==> config.mk <==
export PLATFORM = sky130hd
export DESIGN_NAME = hamming_secded_dec
export DESIGN_NICKNAME = d
export VERILOG_FILES = /design/src/rtl/hamming_pkg.sv /design/src/rtl/hamming_err_cnt.sv /design/src/rtl/hamming_secded_dec.sv
export SDC_FILE = /design/constraint.sdc
export NUM_CORES = 1
export LEC_CHECK = 0
export BUFFER_PORTS_ARGS = -buffer_cell sky130_fd_sc_hd__buf_4
export CORE_ASPECT_RATIO = 2
export CORE_MARGIN = 10
export CORE_UTILIZATION = 35
export DETAILED_ROUTE_END_ITERATION = 10
export GPL_TIMING_DRIVEN = 0
export SYNTH_ARGS = -nofsm -noshare
export SYNTH_HDL_FRONTEND = slang
export SYNTH_SLANG_ARGS = --single-unit
==> constraint.sdc <==
create_clock -name in_clk -period 4.7 [get_ports in_clk]
set_input_delay 0.47 -clock in_clk [delete_from_list [all_inputs] [get_ports in_clk]]
set_output_delay 0.47 -clock in_clk [all_outputs]
set_load 0.005 [all_outputs]
==> src/rtl/hamming_pkg.sv <==
// Shared Hamming-code helpers: position arithmetic, syndrome masks and data-bit map.
// Also used by the (7,4)+parity encoder so both ends agree on bit placement.
package hamming_pkg;

  localparam int unsigned MAX_CODE_W = 128;

  typedef enum logic [1:0] {
    CLS_CLEAN  = 2'd0,
    CLS_SINGLE = 2'd1,
    CLS_DOUBLE = 2'd2
  } err_cls_t;

  function automatic bit is_pow2(input int unsigned pos);
    return (pos != 0) && ((pos & (pos - 1)) == 0);
  endfunction

  // Bit i of the mask covers Hamming position i+1; parity bit k checks positions with bit k set.
  function automatic logic [MAX_CODE_W-1:0] syn_mask(input int unsigned k,
                                                     input int unsigned code_w);
    logic [MAX_CODE_W-1:0] m;
    m = '0;
    for (int unsigned i = 0; i < MAX_CODE_W; i++) begin
      if ((i < code_w) && ((((i + 1) >> k) & 1) != 0)) m[i] = 1'b1;
    end
    return m;
  endfunction

  // Code-word bit index holding data bit j (non-power-of-two positions, ascending).
  function automatic int unsigned data_pos(input int unsigned j);
    int unsigned cnt;
    int unsigned res;
    cnt = 0;
    res = 0;
    for (int unsigned i = 0; i < MAX_CODE_W; i++) begin
      if (!is_pow2(i + 1)) begin
        if (cnt == j) res = i;
        cnt++;
      end
    end
    return res;
  endfunction

  // Smallest positional parity count able to cover data_w bits.
  function automatic int unsigned par_w_for(input int unsigned data_w);
    int unsigned p;
    p = 0;
    for (int unsigned q = 31; q >= 1; q--) begin
      if ((1 << q) >= data_w + q + 1) p = q;
    end
    return p;
  endfunction

endpackage

==> src/rtl/hamming_err_cnt.sv <==
// Saturating event counter with synchronous clear; clear wins over a same-cycle increment.
module hamming_err_cnt #(
  parameter int unsigned CNT_W = 16
) (
  input  logic             i_clk,
  input  logic             i_rst,
  input  logic             i_clr,
  input  logic             i_inc,
  output logic [CNT_W-1:0] o_cnt
);

  logic [CNT_W-1:0] r_cnt;

  always_ff @(posedge i_clk or posedge i_rst) begin
    if (i_rst) begin
      r_cnt <= '0;
    end else if (i_clr) begin
      r_cnt <= '0;
    end else if (i_inc && (r_cnt != '1)) begin
      r_cnt <= r_cnt + CNT_W'(1);
    end
  end

  assign o_cnt = r_cnt;

endmodule

==> src/rtl/hamming_secded_dec.sv <==
// Two-stage streaming SECDED decoder: stage 1 computes syndrome and overall parity,
// stage 2 classifies, corrects and extracts data. Valid/ready with bubble collapsing.
module hamming_secded_dec
  import hamming_pkg::*;
#(
  parameter int unsigned DATA_W = 4,
  parameter int unsigned PAR_W  = 3,
  parameter int unsigned CNT_W  = 16
) (
  input  logic                     in_clk,
  input  logic                     in_rst,
  input  logic                     in_valid,
  output logic                     out_ready,
  input  logic [DATA_W+PAR_W-1:0]  in_code,
  input  logic                     in_parity,
  output logic                     out_valid,
  input  logic                     in_ready,
  output logic [DATA_W-1:0]        out_data,
  output logic                     out_err_single,
  output logic                     out_err_double,
  output logic [PAR_W-1:0]         out_syndrome,
  input  logic                     in_cnt_clr,
  output logic [CNT_W-1:0]         out_cnt_single,
  output logic [CNT_W-1:0]         out_cnt_double
);

  localparam int unsigned CODE_W = DATA_W + PAR_W;

  if (((1 << PAR_W) < CODE_W + 1) || (CODE_W > MAX_CODE_W)) begin : g_bad_params
    $error("hamming_secded_dec: PAR_W=%0d cannot cover DATA_W=%0d", PAR_W, DATA_W);
  end

  logic              r_s1_valid;
  logic [CODE_W-1:0] r_s1_code;
  logic [PAR_W-1:0]  r_s1_syn;
  logic              r_s1_p;

  logic              r_s2_valid;
  logic [DATA_W-1:0] r_s2_data;
  logic              r_s2_single;
  logic              r_s2_double;
  logic [PAR_W-1:0]  r_s2_syn;

  logic              w_s2_adv;
  logic              w_in_fire;
  logic              w_out_fire;
  logic [PAR_W-1:0]  w_syn;
  logic              w_p;
  logic [CODE_W-1:0] w_flip;
  logic [CODE_W-1:0] w_fix;
  logic [CODE_W-1:0] w_corr;
  logic [DATA_W-1:0] w_data;
  err_cls_t          w_cls;

  assign w_s2_adv   = !r_s2_valid || in_ready;
  assign out_ready  = !r_s1_valid || w_s2_adv;
  assign w_in_fire  = in_valid && out_ready;
  assign w_out_fire = r_s2_valid && in_ready;

  for (genvar k = 0; k < PAR_W; k++) begin : g_syn
    localparam logic [MAX_CODE_W-1:0] MASK = syn_mask(k, CODE_W);
    assign w_syn[k] = ^(in_code & MASK[CODE_W-1:0]);
  end

  assign w_p = (^in_code) ^ in_parity;

  always_ff @(posedge in_clk or posedge in_rst) begin
    if (in_rst) begin
      r_s1_valid <= 1'b0;
      r_s1_code  <= '0;
      r_s1_syn   <= '0;
      r_s1_p     <= 1'b0;
    end else if (out_ready) begin
      r_s1_valid <= in_valid;
      if (w_in_fire) begin
        r_s1_code <= in_code;
        r_s1_syn  <= w_syn;
        r_s1_p    <= w_p;
      end
    end
  end

  // One-hot of the position named by the syndrome; all-zero when it points past the word.
  for (genvar i = 0; i < CODE_W; i++) begin : g_flip
    assign w_flip[i] = (r_s1_syn == PAR_W'(i + 1));
  end

  always_comb begin
    w_cls = CLS_CLEAN;
    w_fix = '0;
    if (r_s1_syn == '0) begin
      if (r_s1_p) w_cls = CLS_SINGLE;
    end else if (r_s1_p && (32'(r_s1_syn) <= CODE_W)) begin
      w_cls = CLS_SINGLE;
      w_fix = w_flip;
    end else begin
      w_cls = CLS_DOUBLE;
    end
  end

  assign w_corr = r_s1_code ^ w_fix;

  for (genvar j = 0; j < DATA_W; j++) begin : g_ext
    localparam int unsigned POS = data_pos(j);
    assign w_data[j] = w_corr[POS];
  end

  always_ff @(posedge in_clk or posedge in_rst) begin
    if (in_rst) begin
      r_s2_valid  <= 1'b0;
      r_s2_data   <= '0;
      r_s2_single <= 1'b0;
      r_s2_double <= 1'b0;
      r_s2_syn    <= '0;
    end else if (w_s2_adv) begin
      r_s2_valid <= r_s1_valid;
      if (r_s1_valid) begin
        r_s2_data   <= w_data;
        r_s2_single <= (w_cls == CLS_SINGLE);
        r_s2_double <= (w_cls == CLS_DOUBLE);
        r_s2_syn    <= r_s1_syn;
      end
    end
  end

  assign out_valid      = r_s2_valid;
  assign out_data       = r_s2_data;
  assign out_err_single = r_s2_single;
  assign out_err_double = r_s2_double;
  assign out_syndrome   = r_s2_syn;

  // Counted on the output transfer, so a stalled word is counted exactly once.
  hamming_err_cnt #(.CNT_W(CNT_W)) u_cnt_single (
    .i_clk (in_clk),
    .i_rst (in_rst),
    .i_clr (in_cnt_clr),
    .i_inc (w_out_fire && r_s2_single),
    .o_cnt (out_cnt_single)
  );

  hamming_err_cnt #(.CNT_W(CNT_W)) u_cnt_double (
    .i_clk (in_clk),
    .i_rst (in_rst),
    .i_clr (in_cnt_clr),
    .i_inc (w_out_fire && r_s2_double),
    .o_cnt (out_cnt_double)
  );

endmodule

# Yosys cells after proc, flatten, opt, wreduce, memory -nomap -nowiden
# Index checks and enable logic that the tools add are counted.
[classes] n_addsub=2 n_eq_ne=11 muxes=9 n_bitwise=2 reduce_logical=19
[op_table] op="two-way mux 16 bit" count=4
[op_table] op="adder 16 x 1 -> 16 bit, second input constant" count=2
[op_table] op="!= test 16 bit, second input constant" count=2
[op_table] op="parity 7 bit" count=4
[op_table] op="two-way mux 7 bit" count=2
[op_table] op="== test 3 bit, second input constant" count=4
[op_table] op="bitwise XOR 7 bit" count=1
[op_table] op="== test 3 x 2 -> 1 bit, second input constant" count=2
[op_table] op="logical AND 1 bit" count=6
[op_table] op="two-way mux 2 bit" count=2
[op_table] op="AND reduction 2 bit" count=2
[op_table] op="nonzero test 2 bit" count=2
[op_table] op="== test 3 x 1 -> 1 bit, second input constant" count=1
[op_table] op="zero test 3 bit" count=1
[op_table] op="== test 2 x 1 -> 1 bit, second input constant" count=1
[op_table] op="== test 2 bit, second input constant" count=1
[op_table] op="zero test 1 bit" count=2
[op_table] op="logical OR 1 bit" count=2
[op_table] op="two-way mux 1 bit" count=1
[op_table] op="bitwise XOR 1 bit" count=1
[totals] ff_bits=54 input_bits=13 out_inout_bits=43 elab_cells=54

# Longest topological paths before layout
# Gate-level depths: netlist of run 1.
[depth] depth_word=5 mapped_depth=6 ltp_nobuf=5

# Modules after synthesis
# Synthesis of run 1 repeated with hierarchy kept, for this count alone.
[unflattened] cells_unflattened=277 area_unflattened_um2=2750.1
[by_module_without_submodules] module="hamming_err_cnt" n_inst=2 cells_per_inst=101 area_each_um2=932.1 seq_area_each_um2=400.4
[by_module_without_submodules] module="hamming_secded_dec" n_inst=1 cells_per_inst=75 area_each_um2=885.8 seq_area_each_um2=475.5

# Worst setup path before layout of run 1
# No wires, ideal clock.
[synth_timing] kind="register to register" start="register u_cnt_single.r_cnt[2], in the netlist u_cnt_single.o_cnt[2]" end="register u_cnt_single.r_cnt[9], in the netlist u_cnt_single.o_cnt[9]" setup_ps=78 arrival_time_ps=1848 required_ps=4622 slack_ps=2774 stages_incl_launch_ff=6 n_path_buf=1 period_less_slack_ps=1926 cell_sequence="dfrtp_1 -> nand4_2 -> or4_1 -> buf_2 -> or4_1 -> a21oi_1"
[synth_between] elab_chain_len=3 word_cells_on_any_way=6 classes_between="add/sub (1); eq/ne (1); mux (2); reduce/logical (2)"
[synth_lines] element="from (decl)" line_no="hamming_err_cnt.sv:12" text="logic [CNT_W-1:0] r_cnt;"
[synth_lines] element="from (signal assigned)" line_no="hamming_err_cnt.sv:20" text="r_cnt <= r_cnt + CNT_W'(1);"
[synth_lines] element="adder 16 x 1 -> 16 bit or != test 16 bit (tied branches)" line_no="hamming_err_cnt.sv:20, hamming_err_cnt.sv:19"
[synth_lines] element="two-way mux 16 bit or logical AND 1 bit (tied branches)" line_no="hamming_err_cnt.sv:19" text="end else if (i_inc && (r_cnt != '1)) begin"
[synth_lines] element="two-way mux 16 bit or nonzero test 2 bit (tied branches)"
# Several ways; a longest one is shown, not always the timed one. The select of a mux whose other input is x is not followed.
# A chain may end at the register's enable or synchronous reset.

# Worst setup path in the final report of run 1
[layout_timing] start="register u_cnt_single.r_cnt[3], in the netlist u_cnt_single.o_cnt[3]" end="register u_cnt_single.r_cnt[9], in the netlist u_cnt_single.o_cnt[9]"
# Same word-level chain as after synthesis.

==> metrics.txt, run 1 <==
status complete, no violations; 1st-pass router iterations 4; max_slew headroom 46.54%; Clk pin slew, worst setup/hold paths 0.07 ns; H-tree depth 2; Cells after Synth 267; drt drc 0; Clk Latency, worst-skew pair 0.30 ns; unrepaired setup endpoints after global routing no; final hold vios 0; kind of critical path flop to flop; number of cell rows 44; total number of vias 2359; gpl congestion 0.7446; f_max 472.9 MHz; clock sinks 51; die height 142.8 µm; total gr overflow 0; Worst Setup Start Kind flop; Tmin final 2.115 ns; initial core utilization 36.06%; Seq/Total Area, Yosys 48.34%; first-pass GRT wire length 12060 µm; Clock Skew 0.006562 ns; Diodes inserted 0; kind of end point of the critical path flop; worst path required time 4.92 ns; layout cells sized above 1 23.64%; WL/cell 16.95 µm; actual slew at the worst max-slew pin 0.7946 ns; worst hold path type input port to async pin; Post-DP HPWL 5517 µm; Net Count, Synth 282; CTS tree done; vias per cell 5.590; worst-path fanout max 8; top post-synthesis cells by area dfrtp_1 (48%), a21oi_1 (4.0%), mux2_2 (3.8%); area of the core 7322 µm²; synthesized area 2640 µm²; total CTS buffers 5; prevailing post-synth register cell dfrtp_1; Final Max Tran Viols 0; YS warnings 0; total routed wirelength 7155 µm; nets 344; Yosys cell types 38; Critical Path AT 2.33 ns; Reg-to-Reg Start u_cnt_single.o_cnt[3]; # port buffers 54; Fin Setup TNS 0 ns; Post-CTS Resized 0; Synth Register Bits 51; crit share post-route 45.00%; vias in the first global route 2523; Reg-to-Reg End u_cnt_single.o_cnt[9]; number of enable flip-flop cells after synthesis 0; final hold slack 0.1189 ns; die width 81.41 µm; Register-to-Register Path Depth 5; leakage power 1.354 nW; asr flop ratio synth 100.0%; Max-Cap Viols 0; r2r setup slk 2.59 ns; CTS root buf clkbuf_16; Area Overhead vs Synth 25.78%; Setup-failing EPs final 0; Peak supply drop 270.5 µV; Power Density 323.3 nW/µm²; dominant cell type by area after synthesis dfrtp_1; post-CTS setup buffers 0; # hold bufs at CTS 0; I/O pins 56; gr usage total 13.05%; CTS max path bufs 2; Antenna Nets Post-Route 0; die footprint 11630 µm²; initial DRC count 94; pin count of the biggest net entering global routing 40; initial antenna violation count 0; post-synth top area share 48.34%; Avg Synthesized Cell Area 9.888 µm²
-- registers in the layout (all words and copies together), names as in the netlist --
name / cells
r_s1_syn: 3
u_cnt_single.o_cnt: 16
u_cnt_double.o_cnt: 16
r_s1_code: 4
out_syndrome: 3
out_data: 4
r_s1_p: 1
out_err_double: 1
out_valid: 1
r_s1_valid: 1
out_err_single: 1
-- cells in the mapped netlist (4+ instances only) --
library cell / instances
o21ai_0: 17
nand3_1: 12
dfrtp_1: 51
xor2_1: 6
nor4_1: 5
a21oi_1: 21
or3_1: 11
o31ai_1: 12
nand2_1: 26
xnor2_1: 10
clkbuf_1: 8
o41ai_1: 5
mux2_2: 9
or4_1: 11
nor2_1: 5
nand4_1: 10
inv_1: 8
o311ai_0: 5
nor3_1: 4
-- cells in the final DEF, fill, tap and decap left out, types with 4 or more instances in the layout --
cell and instances:
dfrtp_1 51, a21oi_1 21, nand2_1 26, or4_1 11
buf_4 54, o311ai_0 5, xnor2_1 10, inv_1 7
nor3_1 4, clkbuf_1 8, clkbuf_16 5, mux2_2 9
nand3_1 12, nor2_1 5, o21ai_0 17, xor2_1 6
nor4_1 5, o31ai_1 12, nand4_1 10, or3_1 11
o41ai_1 5
-- critical path, cell delays in order (launching register included) --
cell and delay (ns):
dfrtp_1 0.46, nand4_2 0.21, or4_1 0.55, buf_2 0.18
or4_1 0.47, a21oi_1 0.16
-- logic make-up after synthesis --
group                      Yosys count  share of synthesized area (%)
AOI/OAI and AO/OA                   68                          16.45
and+or+nand+nor                    102                          21.90
muxes                               11                          4.597
buffers and inverters               17                          2.464
DFF                                 51                          48.34
adders and majority gates            2                         0.9477
xor gates and xnor gates            16                          5.308
-- metrics by stage --
step	util (%)	instances	setup slack [ns]	total power, mW	area [µm²]
2_1_floorplan	-	267	2.774	0.6274	2640
3_3_place_gp	43.16	413	2.222	0.7194	3161
3_5_place_dp	43.44	414	2.575	0.7270	3181
4_1_cts	45.35	422	2.558	1.090	3321
5_1_grt	45.35	422	2.295	1.131	3321
6_report	45.35	422	2.585	1.074	3321
-- area by class of cell --
cell class	count	area [µm²]
inverters	8	30.03
fillers	749	4001
flip-flops and latches	51	1276
well taps	92	115.1
clock inverters	3	15.01
clock buffers	5	125.1
repair buffers	55	425.4
multi-input cells	199	1299
plain buffers	9	35.03
-- per-layer routing --
metal	wire [µm]	track usage, %	up-vias	part of all wire [%]
met3	438	4.528	6	6.1
met2	4095	24.42	48	57
met1	2519	12.49	1170	35
met5	0	0	-	0
li1	-	-	1135	-
met4	102	4.400	0	1.4
-- power breakdown --
group | internal, mW | leakage, nW | switching, mW
registers | 0.486 | 0.673 | 0.0508
logic | 0.0976 | 0.607 | 0.0810
clock network | 0.195 | 0.0733 | 0.164
-- worst max path at each step --
stage / slack (ns) / depth (start not counted) / to / startpoint
2_1_floorplan: 2.77 / 5 / u_cnt_single.o_cnt[9] / u_cnt_single.o_cnt[2]
3_5_place_dp: 2.58 / 6 / u_cnt_single.o_cnt[9] / in_ready
4_1_cts: 2.56 / 6 / u_cnt_single.o_cnt[14] / u_cnt_single.o_cnt[1]
3_3_place_gp: 2.22 / 2 / u_cnt_single.o_cnt[11] / in_rst
5_1_grt: 2.29 / 6 / u_cnt_single.o_cnt[10] / u_cnt_single.o_cnt[0]
6_report: 2.59 / 5 / u_cnt_single.o_cnt[9] / u_cnt_single.o_cnt[3]
Note: power is estimated with default switching activity, not from simulation.
==> run 2, diff against run 1 <==
--- a/config.mk
+++ b/config.mk
@@ -5,6 +5,7 @@
 export SDC_FILE = /design/constraint.sdc
 export NUM_CORES = 1
 export LEC_CHECK = 0
+export ABC_AREA = 1
 export BUFFER_PORTS_ARGS = -buffer_cell sky130_fd_sc_hd__buf_4
 export CORE_ASPECT_RATIO = 2
 export CORE_MARGIN = 10
==> constraint.sdc (replaced) <==
create_clock -name in_clk -period 1.9 [get_ports in_clk]
set_input_delay 0.19 -clock in_clk [delete_from_list [all_inputs] [get_ports in_clk]]
set_output_delay 0.19 -clock in_clk [all_outputs]
set_load 0.005 [all_outputs]
==> run 2 against run 1 <==
Global-route usage rose by 0.49 points. First-iteration DRC count up 3.2%. Synthesized cell count rose by 58%. Flip-flop and latch count unchanged. Clock power grew to 2.5 times the previous value. Count of clock-buffer cells in the layout grew 1. Combinational power grew to 3.0 times the previous value. Clock skew about the same. Fmax up 20%.
==> metrics.txt, run 2 <==
WL/cell 14.66 µm (-14%); actual slew at the worst max-slew pin 0.5859 ns (-0.2086 ns); top cells by count, synth nand2_1 (148), dfrtp_1 (51), inv_1 (43); YS warnings 0 (unchanged); most frequent cells in the layout nand2_1 (148), buf_4 (56), dfrtp_1 (49); Critical Path AT 1.93 ns (-0.40 ns); CTS root buf clkbuf_16; synthesized area 3018 µm² (+14%); Clk Latency, worst-skew pair 0.30 ns (about the same); asr flop ratio synth 100.0% (unchanged); Net Count, Synth 437 (+55%); number of cell rows 47 (+6.8%); Seq/Total Area, Yosys 42.29% (-6.1 points); sequential power share 47.4% (-2.6 points); total routed wirelength 8563 µm (+20%); leakage power 1.871 nW (+38%); crit-path cells ha_1 > nand2_1 > nor2_2 > nand2_1 > nor2_4 > nor2_4 > nor2_8 > buf_6 > o21ai_0; most common cell in the synthesized netlist nand2_1; pin count of the biggest net entering global routing 27 (-33%); kind of end point of the critical path flop; final hold vios 0 (unchanged); Switching Power 806.0 µW (+170%); drt drc 0 (unchanged); vias per cell 5.027 (-10%); CTS tree done; Antenna Nets Post-Route 0 (unchanged); status complete, no violations; initial core utilization 36.14% (+0.084 points); 1st-pass router iterations 4 (unchanged); layout cells sized above 1 16.67% (-7.0 points); Worst Setup Start Kind flop; initial DRC count 97 (+3.2%); die footprint 12960 µm² (+11%); Avg Synthesized Cell Area 7.151 µm² (-28%); clock sinks 51 (unchanged); vias in the first global route 2986 (+18%); H-tree depth 2 (unchanged); total gr overflow 0 (unchanged); f_max 567.2 MHz (+20%); Clk pwr share 33.0% (-0.4 points); Max-Cap Viols 0 (unchanged); Synth Register Bits 51 (unchanged); Peak supply drop 489.6 µV (+81%); final worst slack 0.1371 ns (-2.448 ns); die height 151.3 µm (+5.9%); Power Density 728.8 nW/µm² (+130%); Sw Share 29.57% (+2.0 points); Pint 1.920 mW (+150%); top post-synthesis cells by area dfrtp_1 (42%), nand2_1 (18%), nand3_1 (5.8%); kind of critical path flop to flop; # port buffers 53 (-1.9%); worst-path fanout max 10 (+2); Diodes inserted 0 (unchanged); worst slack, placed 0.02077 ns (-2.555 ns); Clock Skew 0.006820 ns (+0.0002579 ns); final hold slack 0.1846 ns (+0.06573 ns); slowest stage cell, crit path dfrtp_1; initial antenna violation count 0 (unchanged); register cell area after layout 1279 µm² (+0.20%); crit share post-route 92.79% (+48 points); Clk pin slew, worst setup/hold paths 0.07 ns (about the same); Area Overhead vs Synth 23.92%; worst hold path type input port to flop; nets 500 (+45%); die width 85.66 µm (+5.2%); CTS max path bufs 2 (unchanged); post-synth top area share 42.29% (-6.1 points); total CTS buffers 5 (unchanged); Tmin final 1.763 ns (-0.3519 ns); slowest stage delay, CP 0.40 ns (-0.15 ns); Yosys cell types 27 (-29%); most common cell after layout, fill and taps aside nand2_1; Fill cells 878 (+17%); first-pass GRT wire length 14040 µm (+16%); area of the core 8351 µm² (+14%); Post-Place Cells 574 (+39%); worst path required time 2.07 ns (-2.85 ns); gr usage total 13.54% (+0.49 points); number of enable flip-flop cells after synthesis 0 (unchanged); footprint of the multi-input gates 1546 µm² (+19%); Post-DP HPWL 6888 µm (+25%); total number of vias 2936 (+24%); Post-Layout Cell Count 584 (+38%); gpl congestion 0.8892 (+19%); max_slew headroom 60.94% (+14 points); combinational share of power 19.6% (+3.0 points); prevailing post-synth register cell dfrtp_1; Setup-failing EPs final 0 (unchanged); I/O pins 56 (unchanged); dominant cell type by area after synthesis dfrtp_1; Final Max Tran Viols 0 (unchanged); Cells after Synth 422 (+58%)
## run 2: changes by cell type after synthesis, moves of 10 or more
cell     delta
nor2_1     +36
nand2_1   +122
nand3_1    +23
or4_1      -11
a21oi_1    -19
inv_1      +35
xor2_1     +10
or3_1      -11
o31ai_1    -11
## run 2: worst paths after layout
kind | slack [ns] | cells after the start | startpoint | to
worst max register to register | 0.14 | 9 | u_cnt_single.o_cnt[0] | u_cnt_single.o_cnt[14]
worst min-delay path | 0.18 | 4 | in_ready | out_valid
max in group asynchronous | 0.84 | 4 | in_rst | u_cnt_single.o_cnt[14]
worst max-delay path | 0.14 | 9 | u_cnt_single.o_cnt[0] | u_cnt_single.o_cnt[14]
min in group asynchronous | 0.52 | 3 | in_rst | u_cnt_double.o_cnt[13]
worst min register to register | 0.49 | 2 | out_data[1] | out_data[1]
## run 2: layout make-up
cell class              count  area share, %
repair buffers             56          11.64
plain buffers               9          1.338
clock buffers               6          3.446
flip-flops and latches     51          34.19
inverters                  44          4.416
clock inverters             2         0.3346
well taps                  98          3.279
multi-input cells         318          41.35
## run 2: stage by stage
step,TNS [ns],instance area (µm²),total power [mW],util [%]
final,0,3740,2.726,44.79
after global routing,-0.02290,3740,2.880,44.79
after CTS,0,3712,2.771,44.46
after detailed placement,0,3558,1.854,42.61
after global placement,-15.35,3538,1.839,42.37
after floorplan,0,3018,1.578,-
## run 2: power by group through the flow
stage | clock, mW | sequential, mW | combinational, mW
2_1_floorplan | 0 | 1.30 | 0.280
3_3_place_gp | 0 | 1.31 | 0.532
3_5_place_dp | 0 | 1.31 | 0.546
4_1_cts | 0.932 | 1.29 | 0.551
5_1_grt | 0.967 | 1.31 | 0.605
6_report | 0.899 | 1.29 | 0.536
## run 2: per-layer routing
layer,vias to the layer above,share of wire [%],track usage [%]
li1,1475,-,-
met1,1390,36,12.67
met2,60,58,26.43
met3,11,4.3,2.690
met4,0,2.2,6.871
met5,-,0,0
## run 2: what timing repair did
item                                    in CTS  in global routing
endpoints found under the setup margin       1                 22
resized for setup                            1                  6
endpoints found under the hold margin       25                  0
setup buffers                                0                  1
hold buffers                                 1                  0
## run 2: critical path, delay by kind of cell, from the launching register on
| kind | cells | cell delay, ns |
|---|---|---|
| buffers and inverters | 1 | 0.17 |
| adder cells (fa/ha/maj) | 1 | 0.20 |
| flip-flops | 1 | 0.40 |
| AO/OA/AOI/OAI | 1 | 0.08 |
| AND/OR/NAND/NOR | 6 | 0.76 |
## run 2: kinds of logic after synthesis
| family | Yosys count | share of synthesized area (%) |
|---|---|---|
| AND/OR/NAND/NOR | 261 | 37.65 |
| flip-flops | 51 | 42.29 |
| XOR/XNOR | 22 | 6.385 |
| adder cells (fa/ha/maj) | 2 | 0.8291 |
| buffers and inverters | 53 | 7.048 |
| AO/OA/AOI/OAI | 33 | 5.804 |
==> run 3, diff against run 2 <==
--- a/config.mk
+++ b/config.mk
@@ -12,6 +12,7 @@
 export CORE_UTILIZATION = 35
 export DETAILED_ROUTE_END_ITERATION = 10
 export GPL_TIMING_DRIVEN = 0
+export RECOVER_POWER = 100
 export SYNTH_ARGS = -nofsm -noshare
 export SYNTH_HDL_FRONTEND = slang
 export SYNTH_SLANG_ARGS = --single-unit
==> run 3 against run 2 <==
Fmax rose by 0.36%. Die area did not move. Highest routed layer unchanged. Wire length fell by 0.46%. Power fell by 1.0%. Via count rose by 0.54%. Non-clock buffer count did not move. First-iteration DRC count fell by 5.2%. Design area fell by 0.70%. Final cell count did not move.
==> metrics.txt, run 3 (synthesized netlist as in run 2, its figures left out) <==
combinational share of power 18.9% (-0.7 points); Clk pwr share 33.4% (+0.4 points); Diodes inserted 0 (unchanged); leakage power 1.835 nW (-1.9%); CTS max path bufs 2 (unchanged); kind of end point of the critical path flop; sequential power share 47.8% (+0.4 points); final hold slack 0.1838 ns (-0.0007660 ns); pin count of the biggest net entering global routing 27 (unchanged); die width 85.66 µm (unchanged); vias per cell 5.055 (+0.54%); Post-Place Cells 574 (unchanged); worst-path fanout max 10 (unchanged); # port buffers 53 (unchanged); worst hold path type input port to flop; first-pass GRT wire length 14040 µm (unchanged); Post-DP HPWL 6888 µm (unchanged); CP startpoint u_cnt_single.o_cnt[0]; H-tree depth 2 (unchanged); Sw Share 29.76% (+0.19 points); Clock Skew 0.007455 ns (+0.0006347 ns); WL/cell 14.60 µm (-0.46%); crit share post-route 92.45% (-0.34 points); 1st-pass router iterations 6 (+2); Clk Latency, worst-skew pair 0.30 ns (about the same); Final Core Density 44.47% (-0.31 points); gr usage total 13.54% (unchanged); Reg-to-Reg Start u_cnt_single.o_cnt[0]; dpl cell area 3558 µm² (unchanged); Power Density 726.3 nW/µm² (-0.34%); CTS root buf clkbuf_16; Final Max Tran Viols 0 (unchanged); Antenna Nets Post-Route 0 (unchanged); worst hold start in_ready; total routed wirelength 8524 µm (-0.46%); status complete, no violations; drt drc 0 (unchanged); most frequent cells in the layout nand2_1 (148), dfrtp_1 (49), inv_1 (43); footprint of the multi-input gates 1546 µm² (unchanged); final hold vios 0 (unchanged); initial antenna violation count 0 (unchanged); register cell area after layout 1279 µm² (unchanged); Pint 1.895 mW (-1.3%); actual slew at the worst max-slew pin 1.019 ns (+0.4336 ns); die footprint 12960 µm² (unchanged); initial core utilization 36.14% (unchanged); Critical Path AT 1.93 ns (about the same); CTS tree done; Worst Setup Start Kind flop; I/O pins 56 (unchanged); total gr overflow 0 (unchanged); Setup-failing EPs final 0 (unchanged); Switching Power 802.7 µW (-0.41%); Max-Cap Viols 0 (unchanged); gpl congestion 0.8892 (unchanged); max_slew headroom 31.96% (-29 points); Clk pin slew, worst setup/hold paths 0.07 ns (about the same); Tmin final 1.757 ns (-0.006385 ns); Area Overhead vs Synth 23.05%; nets 500 (unchanged); area of the core 8351 µm² (unchanged); number of cell rows 47 (unchanged); Peak supply drop 489.0 µV (-0.11%); Design Area, Final 3714 µm² (-0.70%); kind of critical path flop to flop; worst path required time 2.07 ns (about the same); total CTS buffers 5 (unchanged); initial DRC count 92 (-5.2%); most common cell after layout, fill and taps aside nand2_1; vias in the first global route 2986 (unchanged); die height 151.3 µm (unchanged); clock sinks 51 (unchanged); total number of vias 2952 (+0.54%); Fill cells 881 (+0.34%); Post-Layout Cell Count 584 (unchanged); f_max 569.3 MHz (+0.36%); layout cells sized above 1 15.02% (-1.6 points)
run 3: changes by cell type in the layout (fill, tap and decap cells not counted), sizes merged:
cell    delta
clkbuf    +25
buf       -25
run 3: final cells by class:
class	count	share of cell area, %
buffer	9	1.348
clock buffer	6	3.470
clock inverter	2	0.3369
inverter	44	4.447
multi-input combinational	318	41.64
sequential	51	34.43
tap	98	3.302
timing repair buffer	56	11.02
run 3: per-layer routing:
metal | part of all wire [%] | global-route usage (%) | vias to the layer above
met5 | 0 | 0 | -
met4 | 2.5 | 6.871 | 0
met3 | 5.0 | 2.690 | 13
met2 | 58 | 26.43 | 66
met1 | 35 | 12.67 | 1400
li1 | - | - | 1473
run 3: repair_timing:
| action | 4_1_cts | 5_1_grt |
|---|---|---|
| hold buffers | 1 | 0 |
| setup endpoints to repair | 1 | 22 |
| buffers inserted | 0 | 1 |
| cloned | 0 | 0 |
| hold endpoints to repair | 25 | 0 |
| gates resized for setup | 1 | 6 |
run 3: worst max-delay path, stage by stage, from the launching register on:
cell	delay (ns)
dfrtp_1	0.40
ha_1	0.20
nand2_1	0.09
nor2_2	0.15
nand2_1	0.13
nor2_4	0.15
nor2_4	0.09
nor2_8	0.16
buf_6	0.17
o21ai_0	0.08
run 3: path summary, 6_finish.rpt:
kind                                          endpoint  cells after the start  slack (ns)
min in group asynchronous       u_cnt_double.o_cnt[13]                      3        0.70
max in group asynchronous       u_cnt_single.o_cnt[13]                      4        0.51
worst max register to register  u_cnt_single.o_cnt[14]                      9        0.14
worst max-delay path            u_cnt_single.o_cnt[14]                      9        0.14
worst min register to register             out_data[1]                      2        0.49
worst min-delay path                         out_valid                      4        0.18
run 3: power groups by stage:
stage	combinational [mW]	sequential [mW]	clock, mW
2_1_floorplan	0.280	1.30	0
3_3_place_gp	0.532	1.31	0
3_5_place_dp	0.546	1.31	0
4_1_cts	0.551	1.29	0.932
5_1_grt	0.582	1.31	0.967
6_report	0.509	1.29	0.900
run 3: stage by stage:
step	power, mW	setup TNS, ns	worst slack, ns
CTS	2.771	0	0.03116
global placement	1.839	-15.35	-0.3037
detailed placement	1.854	0	0.02077
global route	2.855	-0.01602	-0.01223
floorplan	1.578	0	0.3606
finish	2.697	0	0.1435
